--- src/rtl/seq_mult_pkg.sv ---
// Shared types and helpers for the iterative shift-add multiplier.
package seq_mult_pkg;

  typedef enum logic [1:0] {
    IDLE = 2'b00,
    BUSY = 2'b01,
    DONE = 2'b10
  } state_e;

  // Fill bit used when widening the multiplicand to the accumulator width.
  function automatic logic ext_fill(input logic msb, input logic is_signed);
    return msb & is_signed;
  endfunction

endpackage

--- src/rtl/mult_pp_row.sv ---
// One gated partial-product row: adds or subtracts (multiplicand << shamt)
// into the accumulator when the multiplier bit for this step is set.
module mult_pp_row
  import seq_mult_pkg::*;
#(
  parameter int WIDTH = 4,
  parameter int CNT_W = $clog2(WIDTH + 1)
) (
  input  logic [2*WIDTH-1:0] mcand_ext,
  input  logic [CNT_W-1:0]   shamt,
  input  logic               gate,
  input  logic               sub,
  input  logic [2*WIDTH-1:0] acc,
  output logic [2*WIDTH-1:0] acc_next
);

  logic [2*WIDTH-1:0] pp_s;

  // Shifted partial product, then gated add/subtract (modulo 2^(2*WIDTH)).
  always_comb begin
    pp_s     = mcand_ext << shamt;
    acc_next = acc;
    if (gate) begin
      if (sub) begin
        acc_next = acc - pp_s;
      end else begin
        acc_next = acc + pp_s;
      end
    end else begin
      acc_next = acc;
    end
  end

endmodule

--- src/rtl/seq_multiplier.sv ---
// Iterative shift-add multiplier, one multiplier bit per clock, with
// valid/ready handshakes and per-operation signed/unsigned mode.
module seq_multiplier
  import seq_mult_pkg::*;
#(
  parameter int WIDTH = 4,
  parameter int CNT_W = $clog2(WIDTH + 1)
) (
  input  logic               clk,
  input  logic               rst,
  input  logic               in_valid,
  output logic               in_ready,
  input  logic [WIDTH-1:0]   a_in,
  input  logic [WIDTH-1:0]   b_in,
  input  logic               signed_in,
  output logic               out_valid,
  input  logic               out_ready,
  output logic [2*WIDTH-1:0] product
);

  state_e             state_q, state_d;
  logic [CNT_W-1:0]   cnt_q, cnt_d;
  logic [WIDTH-1:0]   a_q, a_d;
  logic [WIDTH-1:0]   b_q, b_d;
  logic               sgn_q, sgn_d;
  logic [2*WIDTH-1:0] acc_q, acc_d;
  logic [2*WIDTH-1:0] prod_q, prod_d;
  logic               ovld_q, ovld_d;
  logic               irdy_q, irdy_d;

  logic [2*WIDTH-1:0] mcand_ext_s;
  logic [2*WIDTH-1:0] acc_row_s;
  logic               gate_s;
  logic               last_s;
  logic               sub_s;

  assign in_ready  = irdy_q;
  assign out_valid = ovld_q;
  assign product   = prod_q;

  // Row controls derived from the current iteration index.
  always_comb begin
    mcand_ext_s = {{WIDTH{ext_fill(a_q[WIDTH-1], sgn_q)}}, a_q};
    gate_s      = |(b_q & (WIDTH'(1) << cnt_q));
    last_s      = (cnt_q == CNT_W'(WIDTH - 1));
    // The MSB of a two's-complement multiplier carries negative weight.
    sub_s       = sgn_q & last_s;
  end

  mult_pp_row #(
    .WIDTH (WIDTH),
    .CNT_W (CNT_W)
  ) u_row (
    .mcand_ext (mcand_ext_s),
    .shamt     (cnt_q),
    .gate      (gate_s),
    .sub       (sub_s),
    .acc       (acc_q),
    .acc_next  (acc_row_s)
  );

  // Next-state and datapath update for the IDLE/BUSY/DONE controller.
  always_comb begin
    state_d = state_q;
    cnt_d   = cnt_q;
    a_d     = a_q;
    b_d     = b_q;
    sgn_d   = sgn_q;
    acc_d   = acc_q;
    prod_d  = prod_q;
    ovld_d  = ovld_q;
    irdy_d  = irdy_q;
    case (state_q)
      IDLE: begin
        if (in_valid && irdy_q) begin
          a_d     = a_in;
          b_d     = b_in;
          sgn_d   = signed_in;
          acc_d   = {(2*WIDTH){1'b0}};
          cnt_d   = {CNT_W{1'b0}};
          irdy_d  = 1'b0;
          state_d = BUSY;
        end else begin
          state_d = IDLE;
        end
      end
      BUSY: begin
        acc_d = acc_row_s;
        cnt_d = cnt_q + CNT_W'(1);
        if (last_s) begin
          prod_d  = acc_row_s;
          ovld_d  = 1'b1;
          state_d = DONE;
        end else begin
          state_d = BUSY;
        end
      end
      DONE: begin
        if (out_ready) begin
          ovld_d  = 1'b0;
          irdy_d  = 1'b1;
          state_d = IDLE;
        end else begin
          state_d = DONE;
        end
      end
      default: begin
        ovld_d  = 1'b0;
        irdy_d  = 1'b1;
        state_d = IDLE;
      end
    endcase
  end

  // State and datapath registers with synchronous reset.
  always_ff @(posedge clk) begin
    if (rst) begin
      state_q <= IDLE;
      cnt_q   <= {CNT_W{1'b0}};
      a_q     <= {WIDTH{1'b0}};
      b_q     <= {WIDTH{1'b0}};
      sgn_q   <= 1'b0;
      acc_q   <= {(2*WIDTH){1'b0}};
      prod_q  <= {(2*WIDTH){1'b0}};
      ovld_q  <= 1'b0;
      irdy_q  <= 1'b1;
    end else begin
      state_q <= state_d;
      cnt_q   <= cnt_d;
      a_q     <= a_d;
      b_q     <= b_d;
      sgn_q   <= sgn_d;
      acc_q   <= acc_d;
      prod_q  <= prod_d;
      ovld_q  <= ovld_d;
      irdy_q  <= irdy_d;
    end
  end

endmodule

--- config.mk ---
export PLATFORM = sky130hd
export DESIGN_NAME = seq_multiplier
export DESIGN_NICKNAME = d
export VERILOG_FILES = /design/src/rtl/seq_mult_pkg.sv /design/src/rtl/mult_pp_row.sv /design/src/rtl/seq_multiplier.sv
export SDC_FILE = /design/constraint.sdc
export NUM_CORES = 1
export LEC_CHECK = 0
export CAP_MARGIN = 20
export CORE_MARGIN = 10
export CORE_UTILIZATION = 54
export DETAILED_ROUTE_END_ITERATION = 8
export HOLD_SLACK_MARGIN = 0.06
export PLACE_DENSITY = 0.83
export SETUP_SLACK_MARGIN = 0.1
export SYNTH_ARGS = -nofsm -noshare
export SYNTH_HDL_FRONTEND = slang
export SYNTH_SLANG_ARGS = --single-unit
--- constraint.sdc ---
create_clock -name clk -period 7.3 [get_ports clk]
set_clock_uncertainty 0.05 [all_clocks]
set_input_delay 0.73 -clock clk [delete_from_list [all_inputs] [get_ports clk]]
set_output_delay 0.73 -clock clk [all_outputs]
set_load 0.01 [all_outputs]
======== Yosys cells after proc, flatten, opt, wreduce, memory -nomap -nowiden ========
Cells that the tools add are included.
cells by class
  $add $sub $neg .......................... 3
  equality and inequality tests ........... 6
  shift operators ......................... 2
  muxes and demuxes ....................... 16
  bitwise gates (word level) .............. 5
  reductions and logical operators ........ 9
operators with widths
  kind                                                  count
  2-to-1 mux 8 bit                                      3
  one-hot mux 8 bit (2 select lines)                    1
  adder 8 bit                                           1
  left shift 8 x 3 -> 8 bit                             1
  subtractor 8 bit                                      1
  != test 2 bit (second input constant)                 3
  one-hot mux 1 bit (3 select lines)                    2
  one-hot mux 2 bit (3 select lines)                    1
  one-hot mux 3 bit (2 select lines)                    1
  AND reduction 2 bit                                   3
  AND reduction 3 bit                                   2
  2-to-1 mux 1 bit                                      5
  AND 4 bit                                             1
  2-to-1 mux 2 bit                                      2
  OR reduction 4 bit                                    1
  left shift 1 x 3 -> 4 bit (first input constant)      1
  adder 3 x 1 -> 3 bit (second input constant)          1
  equality test 3 x 2 -> 1 bit (second input constant)  1
  2-to-1 mux 3 bit                                      1
  AND 1 bit                                             2
  equality test 2 x 1 -> 1 bit (second input constant)  1
  equality test 2 bit (second input constant)           1
  logical NOT 2 bit                                     1
  inverter 1 bit                                        2
  2 further kinds                                       2
storage, ports and cells
  bits in registers ....................... 32
  input bits .............................. 13
  output and inout bits ................... 10
  logic and storage cells ................. 50

======== Longest topological paths before layout ========
  depth after elaboration ................. 6
  depth in mapped cells ................... 16
  depth with buffers taken out ............ 15

======== Cells and area by module ========
From an unflattened synthesis, not the netlist that was laid out.
unflattened totals
  cell total of the unflattened synthesis .. 276
  area total of the unflattened synthesis .. 2,536.2 um^2
by module, submodules not included
  module          times used  cells an instance  area an instance (um^2)  seq. area each (um^2)
  seq_multiplier  1           152                1,624.1                  640.6
  mult_pp_row     1           124                912.1                    0.0

======== Worst setup path before layout ========
Ideal clock, no wire load.
  path kind ............................... register to register
  start ................................... register cnt_q[0]
  end ..................................... register prod_q[7], in the netlist product[7]
  data arrival time ....................... 3,114 ps
  required time ........................... 7,135 ps
  setup slack ............................. 4,021 ps
  stages on the path, launching flop included .. 15
  clock period less this slack ............ 3,279 ps
  cells stage by stage .................... dfxtp_1 > ha_1 > ha_1 > clkbuf_1 > nand2_1 > o21ai_0 > inv_1 > ha_1 > nor2b_1 > o2111ai_1 > and3_1 > or3_1 > a21o_1 > a311o_1 > and3_1
between the ends
  word-level cells in the longest chain between the ends .. 4
ends and longest elaborated chain
  item                                                           line                                     source
  start, declared                                                seq_multiplier.sv:22                     logic [CNT_W-1:0] cnt_q, cnt_d;
  start signal, assigned                                         seq_multiplier.sv:119                    cnt_q <= {CNT_W{1'b0}};
  start signal, assigned                                         seq_multiplier.sv:129                    cnt_q <= cnt_d;
  left shift 8 x 3 -> 8 bit, or another cell as far along        mult_pp_row.sv:21                        pp_s = mcand_ext << shamt;
  adder 8 bit, or another cell as far along                      mult_pp_row.sv:27                        acc_next = acc + pp_s;
  2-to-1 mux 8 bit / OR reduction 4 bit (equally long branches)  mult_pp_row.sv:24, seq_multiplier.sv:44
  2-to-1 mux 8 bit                                               mult_pp_row.sv:23                        if (gate) begin
  end signal, assigned                                           seq_multiplier.sv:124                    prod_q <= {(2*WIDTH){1'b0}};
  end signal, assigned                                           seq_multiplier.sv:134                    prod_q <= prod_d;
  end, declared                                                  seq_multiplier.sv:27                     logic [2*WIDTH-1:0] prod_q, prod_d;
Several ways; a longest one is shown, not always the timed one.
A chain may end at the register's enable or synchronous reset.

======== Final worst setup path ========
  start ................................... register cnt_q[1]
  end ..................................... register prod_q[7], in the netlist product[7]
The elaborated chain is that of the path after synthesis.

==> results <==
- The placement row count is 22.
- 0 antenna diodes ended up in the layout.
- Multiplexer cells account for 3.783% of the synthesized area.
- Summed over all layers, the global routing overflow is 0.
- For this design the static power due to leakage is 0.0009004 uW.
- In the final layout, flip-flops and latches occupy 640.6 um2.
- After synthesis, the largest family of logic cells by area is simple AND/OR/NAND/NOR gates.
- The number of hold violations in the final report is 0.
- The maximum achievable frequency is 259.2 MHz.
- The maximum VDD drop is 0.09119 mV.
- TritonCTS built the clock tree.
- Routability-driven placement finished with a final weighted congestion of 0.9288.
- The die is 81.63 um wide.
- After synthesis, the share of flip-flops with an asynchronous set or reset is 0%.
- The flow ran to the end, and the final reports show no timing, DRC or antenna violations.
- The total track usage is 15.70%.
- The post-detailed-route via-to-cell ratio is 5.731.
- The number of distinct standard cells referenced by the synthesized netlist is 45.
- The number of endpoints failing setup at the final stage is 0.
- The average routed wire per standard cell is 14.77 um.
- The number of nets in the final layout is 316.
- Subtracting the final worst setup slack from the clock period gives 3.858 ns.
- The number of warning messages in the yosys log is 0.
- In the routed design, unresolved DRC markers number 0.
- The detailed router finished its first iteration with 127 violations.
- The tree built by TritonCTS fans out to 32 sinks.
- The synthesized design contains 0 enable-type register cells.
- Once detailed placement completed, the half-perimeter wirelength came to 3.614 mm.
- Measured against its own limit, the worst slew margin works out to 29.12%.
- After detailed routing, the wire length on met1 is 2.326 mm.
- Summing the areas of all compound-gate instances in the mapped netlist gives 22.94% of the synthesized area.
- The via count of the first global-routing pass is 1765.
- Measured on the finished design, the core utilization comes to 66.23%.
- Hold is met by 0.4027 ns.
- The aggregate negative setup slack is 0 ns.
- The clock-pin slew reported for the worst setup and hold paths after clock tree synthesis is 0.07 ns.
- After technology mapping, the gate count stands at 273.
- After filler insertion, the fill cell instance count of the layout stands at 322.
- The actual slew at the worst max-slew pin is 1.055 ns.
- Measured in cells, the most critical reg-to-reg path has a length of 13.
- The total of hold buffers inserted after clock tree synthesis is 0.
- The power density over the cells is 208.0 nW/um2.
- Setup repair after global routing left no endpoint under its margin.
- In the layout the commonest cells are 49 x sky130_fd_sc_hd__nand2_1, 34 x sky130_fd_sc_hd__nor2_1, 32 x sky130_fd_sc_hd__dfxtp_1.
- The tightest min-delay check is of the register to register type.
- The number of nets with antenna violations after detailed routing is 0.
- Yosys attributes the largest share of cell area to sky130_fd_sc_hd__dfxtp_1 31%, sky130_fd_sc_hd__nand2_1 9.0%, sky130_fd_sc_hd__ha_1 7.9%, sky130_fd_sc_hd__nor2_1 6.2%, sky130_fd_sc_hd__a21oi_1 6.1%.
- The area fraction of the dominant cell type after synthesis is 31.24%.
- The kind of launch point of the worst setup path is a register.
- The design draws 504.3 uW.
- The max capacitance violation total is 0.
- The worst hold path depth is 2.
- The worst setup path is captured at a register.
- The highest fanout seen on the critical path is 17.
- STA puts the critical path data arrival time at 3.99 ns.
- The library cell used most frequently in the layout, excluding fill and tap cells, is sky130_fd_sc_hd__nand2_1.
- The fraction of final layout cells sized beyond drive strength 1 is 4.828%.
- Including well taps, the total number of placed cells is 329.
- Synthesis produced a netlist with a net count of 300.
- Excluding fillers, the count of instances in the completed layout stands at 338.
- TritonCTS created 5 clock buffers.
- The met2 layer wire length in the routed design is 2.363 mm.
- In the detailed route, the total length drawn on met3 is 244 um.
- For this configuration, the core starts out at a cell density of 56.02%.
- The kind of critical path is register to register.
- The worst path uses 52.86% of the clock period.
- The number of gates given a new drive strength after cts is 0.
- Summing all multi-input logic gate instances after layout gives 1313 um2.
- The required time of the worst setup path is 7.43 ns.
- Pin placement for this block handled 23 I/O pins.
- The area growth from synthesis to final layout is 18.24%.
- The floorplan step defined a die boundary enclosing 6663 um2.
- The max-slew violation total from the final report was 0.
- From bottom edge to top edge, the die measures 81.63 um.
- The average cell area after synthesis is 7.512 um2.
- The clock tree buffer depth is 2.
- Of the total synthesized cell area, the portion taken by XOR and XNOR cells is 3.417%.
- Clock latency on the worst-skew pair, taken at its later pin, is 0.28 ns.
- Summing the areas of all fa, ha and maj instances in the mapped netlist gives 8.908% of the synthesized area.
- The initial antenna violation count came to 0.
- The basic-gate share of the synthesized area counting and, or, nand and nor cells is 24.95%.
- After detailed routing, the total wire length is 4.992 mm.
- The top flip-flop cell by instance count after synthesis is sky130_fd_sc_hd__dfxtp_1.
- For this run, the register share of the synthesized area comes to 31.24%.
- The detailed-router iteration count before antenna repair is 4.
- Entering global routing, the biggest net connects 33 pins.
- The tree is rooted in a sky130_fd_sc_hd__clkbuf_8.
- The number of buffers inserted by post-CTS setup repair is 0.
- The synthesized design spends more area on one cell type than any other, namely sky130_fd_sc_hd__dfxtp_1.
- Synthesis inferred 32 register bits.
- Across all layers, the routed design uses 1937 vias.
- The core region area is 3661 um2.
- Input and output buffers added on the ports amount to 22.
- The H-tree was split into 2 levels.
- In this run the cell area of the synthesized design comes to 2051 um2.
- The first-pass GRT wire length is 8.493 mm.
- After detailed routing, no signal wire sits above met4.
Yosys cell counts, types with 5 or more instances:
library cell and instances:
sky130_fd_sc_hd__nor2_1 34, sky130_fd_sc_hd__a21oi_1 25, sky130_fd_sc_hd__a311oi_1 5, sky130_fd_sc_hd__ha_1 13, sky130_fd_sc_hd__inv_1 10, sky130_fd_sc_hd__clkbuf_1 10, sky130_fd_sc_hd__xnor2_1 6, sky130_fd_sc_hd__a21o_1 5
sky130_fd_sc_hd__dfxtp_1 32, sky130_fd_sc_hd__nand2_1 49, sky130_fd_sc_hd__o21ai_0 11, sky130_fd_sc_hd__nor3_1 6, sky130_fd_sc_hd__o21a_1 5, sky130_fd_sc_hd__nand2b_1 6
metrics by stage:
step                      worst slack (ns)  cell area (um2)
after global placement               3.632             2271
after global routing                 3.142             2425
after CTS                            3.437             2397
after detailed placement             3.474             2271
final                                3.442             2425
after floorplan                      4.021             2051
worst paths after layout:
| check | end | startpoint | slack, ns |
|---|---|---|---|
| setup / recovery | product[7] | cnt_q[1] | 3.44 |
| hold / removal | product[1] | product[1] | 0.40 |
| setup reg to reg | product[7] | cnt_q[1] | 3.44 |
| hold reg to reg | product[1] | product[1] | 0.40 |
metal layers:
layer,vias to the layer above,track usage [%]
li1,982,-
met1,908,20.48
met2,41,25.51
met3,6,2.620
met4,0,5.612
met5,-,0
worst max-delay path, stage by stage, from the launching register on:
cell	delay (ns)
sky130_fd_sc_hd__dfxtp_1	0.69
sky130_fd_sc_hd__ha_1	0.26
sky130_fd_sc_hd__ha_1	0.31
sky130_fd_sc_hd__nand2_1	0.16
sky130_fd_sc_hd__o21ai_0	0.35
sky130_fd_sc_hd__inv_1	0.08
sky130_fd_sc_hd__ha_1	0.27
sky130_fd_sc_hd__nor2b_1	0.16
sky130_fd_sc_hd__o2111ai_1	0.15
sky130_fd_sc_hd__and3_1	0.18
sky130_fd_sc_hd__or3_1	0.38
sky130_fd_sc_hd__a21o_1	0.22
sky130_fd_sc_hd__a311o_1	0.34
sky130_fd_sc_hd__and3_1	0.14
logic make-up after synthesis:
family                   count (synthesis)
XOR/XNOR                                 8
AO/OA/AOI/OAI                           73
flip-flops                              32
AND/OR/NAND/NOR                        116
buffers and inverters                   24
adder cells (fa/ha/maj)                 14
multiplexers                             6
layout make-up:
| class | count | share of cell area [%] |
|---|---|---|
| well taps | 48 | 2.477 |
| clock buffers | 7 | 3.973 |
| multi-input cells | 217 | 54.13 |
| repair buffers | 23 | 10.22 |
| inverters | 10 | 1.548 |
| clock inverters | 1 | 1.238 |
| flip-flops and latches | 32 | 26.42 |
state kept, by name, summed over array words and instances, names as in the netlist:
name / count
a_q: 4
state_q: 2
cnt_q: 3
acc_q: 8
sgn_q: 1
b_q: 4
product: 8
out_valid: 1
in_ready: 1
report_power, final:
part | total [uW] | internal, uW | switching (uW)
registers | 191 | 181 | 9.98
logic | 128 | 57.0 | 71.2
clock network | 185 | 120 | 64.6
total | 504 | 358 | 146
No activity file was read; power rests on OpenSTA's default activity.
